[config.mk]
export PLATFORM = sky130hd
export DESIGN_NAME = traffic_gen_flat
export DESIGN_NICKNAME = d
export VERILOG_FILES = /design/src/rtl/traffic_gen_pkg.sv /design/src/rtl/traffic_gen_if.sv /design/src/rtl/traffic_gen_lane.sv /design/src/rtl/traffic_gen.sv /design/src/flat_wrapper.sv
export SDC_FILE = /design/constraint.sdc
export NUM_CORES = 1
export LEC_CHECK = 0
export CORE_ASPECT_RATIO = 0.5
export CORE_MARGIN = 1.5
export CORE_UTILIZATION = 52
export DETAILED_ROUTE_END_ITERATION = 8
export PLACE_DENSITY = 0.85
export SLEW_MARGIN = 20
export SYNTH_ARGS = -nofsm -noshare
export SYNTH_HDL_FRONTEND = slang
export SYNTH_HIERARCHICAL = 1
export SYNTH_SLANG_ARGS = --single-unit
[constraint.sdc]
create_clock -name clk -period 2.7 [get_ports clk]
set_clock_uncertainty 0.05 [all_clocks]
set_input_delay 0.81 -clock clk [delete_from_list [all_inputs] [get_ports clk]]
set_output_delay 0.81 -clock clk [all_outputs]
set_load 0.01 [all_outputs]
[src/rtl/traffic_gen_pkg.sv]
// traffic_gen_pkg
// Shared definitions for the multi-channel traffic generator:
//   - one-hot FSM state encoding (IDLE/RUN/DONE)
//   - run-mode encoding (INC/ROT/GAP; the unused code 3 behaves as INC)
//   - word_lsb(): bit position of channel c inside the packed data bus
package traffic_gen_pkg;

  typedef enum logic [2:0] {
    IDLE = 3'b001,
    RUN  = 3'b010,
    DONE = 3'b100
  } state_e;

  typedef enum logic [1:0] {
    MODE_INC = 2'd0,
    MODE_ROT = 2'd1,
    MODE_GAP = 2'd2
  } mode_e;

  // Lowest bit of channel c's word in a {ch[N-1], ..., ch[0]} packed bus.
  function automatic int word_lsb(input int c, input int data_w);
    return c * data_w;
  endfunction

endpackage

[src/rtl/traffic_gen_if.sv]
// traffic_gen_if
// Control, status and FIFO-write bundle of the traffic generator.
//   master : the generator (drives wr_enb/data_out/busy/done/dbg_state)
//   slave  : the controller and FIFO side (drives start/stop/mode/
//            burst_len/seed/fifo_full)
// Handshake: there is no ready path; a word is written in every cycle where
// wr_enb[c]=1 and data_out[c] is valid in that same cycle. fifo_full[c] is
// an almost-full hint sampled at the clock edge; it only blocks the word
// that would appear after that edge, so the FIFO must keep one spare entry.
interface traffic_gen_if #(
  parameter int NUM_CH = 4,
  parameter int DATA_W = 10,
  parameter int DEST_W = 2,
  parameter int CNT_W  = 8
);
  localparam int PW = DATA_W - DEST_W;

  logic                     start;
  logic                     stop;
  logic [1:0]               mode;
  logic [CNT_W-1:0]         burst_len;
  logic [PW-1:0]            seed;
  logic [NUM_CH-1:0]        fifo_full;
  logic [NUM_CH-1:0]        wr_enb;
  logic [NUM_CH*DATA_W-1:0] data_out;
  logic                     busy;
  logic                     done;
  logic [2:0]               dbg_state;  // current FSM state, one-hot

  modport master (
    input  start, stop, mode, burst_len, seed, fifo_full,
    output wr_enb, data_out, busy, done, dbg_state
  );

  modport slave (
    output start, stop, mode, burst_len, seed, fifo_full,
    input  wr_enb, data_out, busy, done, dbg_state
  );
endinterface

[src/rtl/traffic_gen_lane.sv]
// traffic_gen_lane
// One channel of the traffic generator: remaining-word count, word index k,
// and the registered write enable / data word for that channel.
// Ports:
//   clk, rst      clock, async active-high reset
//   load_i        start accepted: rem <= burst_len_i, k <= 0
//   abort_i       stop in RUN: discard remaining words, no write this edge
//   run_en_i      FSM in RUN and not aborting
//   phase_ok_i    GAP-mode write window open (always 1 outside GAP)
//   full_i        almost-full from this channel's FIFO
//   burst_len_i   words to write in this run
//   seed_i        first payload value
//   mode_i        run mode (ROT rotates the destination field)
//   wr_enb_o      registered write enable
//   data_o        registered word {dest, payload}
//   lane_idle_o   no words left to write (rem = 0)
module traffic_gen_lane
  import traffic_gen_pkg::*;
#(
  parameter int DATA_W = 10,
  parameter int DEST_W = 2,
  parameter int CNT_W  = 8,
  parameter int LANE   = 0
) (
  input  logic                     clk,
  input  logic                     rst,
  input  logic                     load_i,
  input  logic                     abort_i,
  input  logic                     run_en_i,
  input  logic                     phase_ok_i,
  input  logic                     full_i,
  input  logic [CNT_W-1:0]         burst_len_i,
  input  logic [DATA_W-DEST_W-1:0] seed_i,
  input  logic [1:0]               mode_i,
  output logic                     wr_enb_o,
  output logic [DATA_W-1:0]        data_o,
  output logic                     lane_idle_o
);
  localparam int PW = DATA_W - DEST_W;

  logic [CNT_W-1:0]  rem_q;
  logic [CNT_W-1:0]  k_q;
  logic              wr_q;
  logic [DATA_W-1:0] data_q;

  logic              fire;
  logic [PW-1:0]     payload;
  logic [DEST_W-1:0] dest;

  always_comb begin
    fire    = run_en_i && (rem_q != '0) && !full_i && phase_ok_i;
    // Payload and destination both wrap naturally through their widths.
    payload = seed_i + PW'(k_q);
    dest    = DEST_W'(LANE);
    if (mode_i == MODE_ROT) begin
      dest = DEST_W'(LANE) + DEST_W'(k_q);
    end
  end

  always_ff @(posedge clk or posedge rst) begin
    if (rst) begin
      rem_q  <= '0;
      k_q    <= '0;
      wr_q   <= 1'b0;
      data_q <= '0;
    end else if (load_i) begin
      rem_q <= burst_len_i;
      k_q   <= '0;
      wr_q  <= 1'b0;
    end else if (abort_i) begin
      rem_q <= '0;
      wr_q  <= 1'b0;
    end else if (fire) begin
      wr_q   <= 1'b1;
      data_q <= {dest, payload};
      k_q    <= k_q + 1'b1;
      rem_q  <= rem_q - 1'b1;
    end else begin
      // Stalled or finished: data_q deliberately holds the last word.
      wr_q <= 1'b0;
    end
  end

  assign wr_enb_o    = wr_q;
  assign data_o      = data_q;
  assign lane_idle_o = (rem_q == '0);

endmodule

[src/rtl/traffic_gen.sv]
// traffic_gen
// Run-time configurable stimulus engine feeding NUM_CH input-FIFO write
// ports with destination-tagged words, honouring per-channel almost-full.
// Ports:
//   clk  clock, rising edge
//   rst  asynchronous active-high reset
//   bus  traffic_gen_if.master: start/stop/mode/burst_len/seed/fifo_full in,
//        wr_enb/data_out/busy/done/dbg_state out
// The top holds the IDLE/RUN/DONE FSM, the GAP phase bit and the latched
// run configuration; per-channel counters live in traffic_gen_lane.
module traffic_gen
  import traffic_gen_pkg::*;
#(
  parameter int NUM_CH = 4,
  parameter int DATA_W = 10,
  parameter int DEST_W = 2,
  parameter int CNT_W  = 8
) (
  input  logic           clk,
  input  logic           rst,
  traffic_gen_if.master  bus
);
  localparam int PW = DATA_W - DEST_W;

  state_e                   state_q;
  logic                     busy_q;
  logic                     done_q;
  logic                     phase_q;
  logic [1:0]               mode_q;
  logic [PW-1:0]            seed_q;

  logic                     load;
  logic                     abort;
  logic                     run_en;
  logic                     phase_ok;
  logic                     all_idle;
  logic [NUM_CH-1:0]        idle_w;
  logic [NUM_CH-1:0]        wr_enb_w;
  logic [NUM_CH*DATA_W-1:0] data_w;

  always_comb begin
    load     = (state_q == IDLE) && bus.start;
    abort    = (state_q == RUN) && bus.stop;
    run_en   = (state_q == RUN) && !bus.stop;
    // Outside GAP every cycle is a write window; in GAP only phase 0.
    phase_ok = (mode_q != MODE_GAP) || !phase_q;
    all_idle = &idle_w;
  end

  always_ff @(posedge clk or posedge rst) begin
    if (rst) begin
      state_q <= IDLE;
      busy_q  <= 1'b0;
      done_q  <= 1'b0;
      phase_q <= 1'b0;
      mode_q  <= MODE_INC;
      seed_q  <= '0;
    end else begin
      case (state_q)
        IDLE: begin
          done_q <= 1'b0;
          if (bus.start) begin
            mode_q  <= bus.mode;
            seed_q  <= bus.seed;
            phase_q <= 1'b0;
            if (bus.burst_len != '0) begin
              state_q <= RUN;
              busy_q  <= 1'b1;
            end else begin
              state_q <= DONE;
              done_q  <= 1'b1;
            end
          end
        end
        RUN: begin
          // Phase advances every RUN cycle, stalled or not.
          phase_q <= ~phase_q;
          if (bus.stop || all_idle) begin
            state_q <= DONE;
            busy_q  <= 1'b0;
            done_q  <= 1'b1;
          end
        end
        DONE: begin
          done_q  <= 1'b0;
          state_q <= IDLE;
        end
        default: begin
          state_q <= IDLE;
          busy_q  <= 1'b0;
          done_q  <= 1'b0;
        end
      endcase
    end
  end

  for (genvar c = 0; c < NUM_CH; c++) begin : g_lane
    traffic_gen_lane #(
      .DATA_W (DATA_W),
      .DEST_W (DEST_W),
      .CNT_W  (CNT_W),
      .LANE   (c)
    ) u_lane (
      .clk         (clk),
      .rst         (rst),
      .load_i      (load),
      .abort_i     (abort),
      .run_en_i    (run_en),
      .phase_ok_i  (phase_ok),
      .full_i      (bus.fifo_full[c]),
      .burst_len_i (bus.burst_len),
      .seed_i      (seed_q),
      .mode_i      (mode_q),
      .wr_enb_o    (wr_enb_w[c]),
      .data_o      (data_w[word_lsb(c, DATA_W) +: DATA_W]),
      .lane_idle_o (idle_w[c])
    );
  end

  assign bus.wr_enb    = wr_enb_w;
  assign bus.data_out  = data_w;
  assign bus.busy      = busy_q;
  assign bus.done      = done_q;
  assign bus.dbg_state = state_q;

endmodule

[src/flat_wrapper.sv]
// flat-port wrapper written by rule: the top's interface ports become plain ports
module traffic_gen_flat import traffic_gen_pkg::*;
#(
  parameter int NUM_CH = 4,
  parameter int DATA_W = 10,
  parameter int DEST_W = 2,
  parameter int CNT_W  = 8
)
  (clk, rst, bus_start, bus_stop, bus_mode, bus_burst_len, bus_seed, bus_fifo_full, bus_wr_enb, bus_data_out, bus_busy, bus_done, bus_dbg_state);
  traffic_gen_if #(.NUM_CH(NUM_CH), .DATA_W(DATA_W), .DEST_W(DEST_W), .CNT_W(CNT_W)) bus_i ();
  input  logic clk;
  input  logic rst;
  input wire logic [$bits(bus_i.start)-1:0] bus_start;
  input wire logic [$bits(bus_i.stop)-1:0] bus_stop;
  input wire logic [$bits(bus_i.mode)-1:0] bus_mode;
  input wire logic [$bits(bus_i.burst_len)-1:0] bus_burst_len;
  input wire logic [$bits(bus_i.seed)-1:0] bus_seed;
  input wire logic [$bits(bus_i.fifo_full)-1:0] bus_fifo_full;
  output wire logic [$bits(bus_i.wr_enb)-1:0] bus_wr_enb;
  output wire logic [$bits(bus_i.data_out)-1:0] bus_data_out;
  output wire logic [$bits(bus_i.busy)-1:0] bus_busy;
  output wire logic [$bits(bus_i.done)-1:0] bus_done;
  output wire logic [$bits(bus_i.dbg_state)-1:0] bus_dbg_state;
  assign bus_i.start = bus_start;
  assign bus_i.stop = bus_stop;
  assign bus_i.mode = bus_mode;
  assign bus_i.burst_len = bus_burst_len;
  assign bus_i.seed = bus_seed;
  assign bus_i.fifo_full = bus_fifo_full;
  assign bus_wr_enb = bus_i.wr_enb;
  assign bus_data_out = bus_i.data_out;
  assign bus_busy = bus_i.busy;
  assign bus_done = bus_i.done;
  assign bus_dbg_state = bus_i.dbg_state;
  traffic_gen #(.NUM_CH(NUM_CH), .DATA_W(DATA_W), .DEST_W(DEST_W), .CNT_W(CNT_W)) u_core (.clk(clk), .rst(rst), .bus(bus_i));
endmodule
==> results by group <==
Run status
  – Status: completed

Power
  – Leak: 4.11 nW
  – Peak VDD IR: 0.000563 V
  – PD cells: 1010 mW/mm2

Floorplanning
  – Core area: 0.0135 mm2
  – I/O Pins: 75
  – Row cnt: 30
  – Initial core utilization: 0.530
  – Die Height: 85.9 um
  – Die width: 169 um
  – Die area: 0.0145 mm2

Clock tree
  – CTS tree: yes
  – CTS resizes: 0
  – Hold buffers post-CTS: 0
  – Clock sinks: 124
  – Clock Latency Late Sink: 0.43 ns
  – CTS max path bufs: 2
  – H-Tree Depth: 4
  – Root Buffer: clkbuf_16
  – Post-CTS setup buffers: 0
  – CTS Buf Count: 17
  – CTS clk-pin slew, worst paths: 0.05 ns

Timing
  – Unrepaired setup endpoints after global routing: no
  – Slew @ Worst Pin: 0.756 ns
  – Slew margin rel.: 0.491
  – Setup violations, final: 0
  – Fmax: 397 MHz
  – Final period util: 0.934
  – Crit path time final: 2.52 ns
  – Final hold vios: 0
  – Max Slew Vio Count: 0
  – Worst hold slack: 0.425 ns

Layout
  – End-of-flow core utilization: 0.679
  – Layout cells sized above 1: 0.164
  – Layout area overhead: 28.0%
  – Fin nets: 912
  – ANT cells: 0

Synthesis
  – Post-synth top area share: 0.431
  – Synth async-reset ratio: 1.00
  – Syn Inst Count: 711
  – Top-count cell post-synth: dfrtp_1
  – Yosys reg bits: 124
  – Complex-gate fraction of the synthesized area: 0.139
  – XOR/XNOR Fraction of Synth Area: 0.0895
  – Synth area leader: dfrtp_1
  – Post-synthesis cell area: 0.00715 mm2
  – Ys Warns: 6
  – Syn Area/Cell: 10.1 um2
  – Post-Synth Adder-Cell Area: 0.0812
  – Post-synthesis mux area share: 0.0249
  – Most instantiated cells after synthesis: dfrtp_1, nand2_1, nor2_1, xor2_1, ha_1
  – Post-synth net total: 781
  – Synth Area in Simple Gates: 0.196
  – Main synth FF type: dfrtp_1
  – Largest family of logic cells by synthesized area: simple AND/OR/NAND/NOR gates
  – Top cells by area, synth: dfrtp_1, ha_1, xor2_1
  – Post-synth EDFFs: 0
  – Sequential area share after synthesis: 0.434
  – Synth cell types: 74

GRT
  – Vias in the first global route: 6019
  – GR Overflow Total: 0
  – First-pass GRT wire length: 30200 um
  – Largest net degree at the start of global routing: 31
  – Total Routing Usage GR: 0.274
  – Initial antenna violation count: 0

Placement
  – IO buf count: 74
  – Post-DP HPWL: 13300 um
  – Final Wtd Congestion: 0.876

Detailed routing
  – TritonRoute pass-1 iters: 5
  – Via/cell ratio: 5.79
  – DR DRC count: 0
  – Drt total wl: 18800 um
  – DR WL/cell: 18.2 um
  – Antenna Nets Post-Route: 0
  – DRT iter0 DRCs: 520
  – Via count: 5972

Worst hold path
  – Worst hold path type: reg -> reg

Setup path
  – Crit. End Element: flip-flop
  – Worst EP arrival: 2.80 ns
  – Critical-path maximum fanout: 5
  – Crit Path Class: in -> reg
  – Critical Path RT: 2.98 ns
  – Worst setup SP type: input port

Job
  – Max-Cap Viols: 0
[final cells by class]
cell class	count	area [um2]
Clock buffer	21	470
Clock inverter	11	165
Fill cell	911	4330
Inverter	36	141
Multi-Input combinational cell	532	3790
Sequential cell	124	3100
Tap cell	176	220
Timing Repair Buffer	131	1260
[placed cells by master (no fill, tap or decap), types with 3 or more instances in the layout]
cell type        netlist  final
clkbuf_8               0      3
xor2_1                43     43
xnor2_1               30     30
nand4_1               11     11
bufinv_16              0      4
inv_1                 34     34
a31oi_1                7      7
o31a_1                 4      4
ha_1                  40     40
nor3_1                 9      9
o21a_1                 4      4
o22ai_1                4      4
clkbuf_16              0     17
or2_2                  4      4
nand3_1               24     24
or3_1                 10     10
fa_1                   4      4
o21ai_1                3      3
mux2_2                13     13
and3_1                 3      3
nand2_1               78     78
nor2_1                56     56
a21oi_1               30     30
o31ai_1               18     18
a22o_1                11     11
buf_4                  1     50
o21ai_2                6      6
nor3b_1                4      4
a21o_1                 8      8
nand3b_1               5      5
clkinv_2               1      5
o21ai_0               30     30
nor2b_1                8      8
buf_12                 0      7
and3b_1                7      7
dfrtp_1              123    123
nor4_1                 7      7
clkdlybuf4s50_1        0     74
and2_1                 7      7
[stage by stage]
step / setup slack [ns] / TNS, ns / power (mW) / instances / cell area (um2)
2_1_floorplan: 0.0840 / 0 / 5.20 / 711 / 7150
5_1_grt: 0.0790 / 0 / 9.69 / 1031 / 9150
6_report: 0.178 / 0 / 9.20 / 1031 / 9150
3_5_place_dp: -0.263 / -6.87 / 6.68 / 999 / 8510
4_1_cts: 0.150 / 0 / 9.20 / 1031 / 9150
3_3_place_gp: -0.104 / -1.44 / 6.49 / 999 / 8510
[power by group]
group | switching [mW] | total (mW) | internal (mW)
Clock | 0.846 | 2.46 | 1.61
Sequential | 0.681 | 3.15 | 2.47
Combinational | 1.81 | 3.59 | 1.78
[critical path, cell delays in order]
cell and delay [ns]:
clkdlybuf4s50_1 0.47, nor2_1 0.23, buf_4 0.20, nand3b_4 0.10, buf_4 0.17, a21oi_1 0.31, nand3_1 0.15, xor2_1 0.16
o31ai_1 0.19
[cell families (layout without fill, tap and decap cells)]
| logic type | after synthesis | after routing |
|---|---|---|
| XOR/XNOR | 73 | 73 |
| adder cells (fa/ha/maj) | 44 | 44 |
| multiplexers | 16 | 16 |
| AO/OA/AOI/OAI | 142 | 142 |
| AND/OR/NAND/NOR | 257 | 257 |
| flip-flops | 124 | 124 |
| buffers and inverters | 55 | 199 |
[layer usage]
| layer | wire length, um | global-route usage | vias to the layer above |
|---|---|---|---|
| li1 | - | - | 2764 |
| met1 | 8050 | 0.339 | 2931 |
| met3 | 999 | 0.0568 | 58 |
| met2 | 9090 | 0.467 | 219 |
| met5 | 0 | 0 | - |
| met4 | 663 | 0.126 | 0 |
[path summary, 6_finish.rpt]
path,startpoint,to,slack (ns),depth (start not counted)
max in group asynchronous,rst,u_core/g_lane[0].u_lane/data_o[0]$_DFFE_PP0P_,1.46,3
min in group asynchronous,rst,u_core/seed_q[5]$_DFFE_PP0P_,0.80,3
hold reg to reg,u_core/g_lane[1].u_lane/data_o[7]$_DFFE_PP0P_,u_core/g_lane[1].u_lane/data_o[7]$_DFFE_PP0P_,0.43,2
setup reg to reg,u_core/bus.dbg_state[2]$_DFFE_PP0P_,u_core/g_lane[3].u_lane/rem_q[5]$_DFFE_PP0P_,0.20,9
hold / removal,u_core/g_lane[1].u_lane/data_o[7]$_DFFE_PP0P_,u_core/g_lane[1].u_lane/data_o[7]$_DFFE_PP0P_,0.43,2
setup / recovery,bus_stop,u_core/g_lane[3].u_lane/rem_q[5]$_DFFE_PP0P_,0.18,9
[flip-flops by register name (all words and copies together), names as in the netlist]
name / cells
u_core/g_lane.u_lane/wr_enb_o: 4
u_core/bus.done: 1
u_core/g_lane.u_lane/k_q: 32
u_core/phase_q: 1
u_core/g_lane.u_lane/data_o: 40
u_core/bus.busy: 1
u_core/mode_q: 2
u_core/g_lane.u_lane/rem_q: 32
u_core/bus.dbg_state: 3
u_core/seed_q: 8
Note: power is estimated with default switching activity, not from simulation.
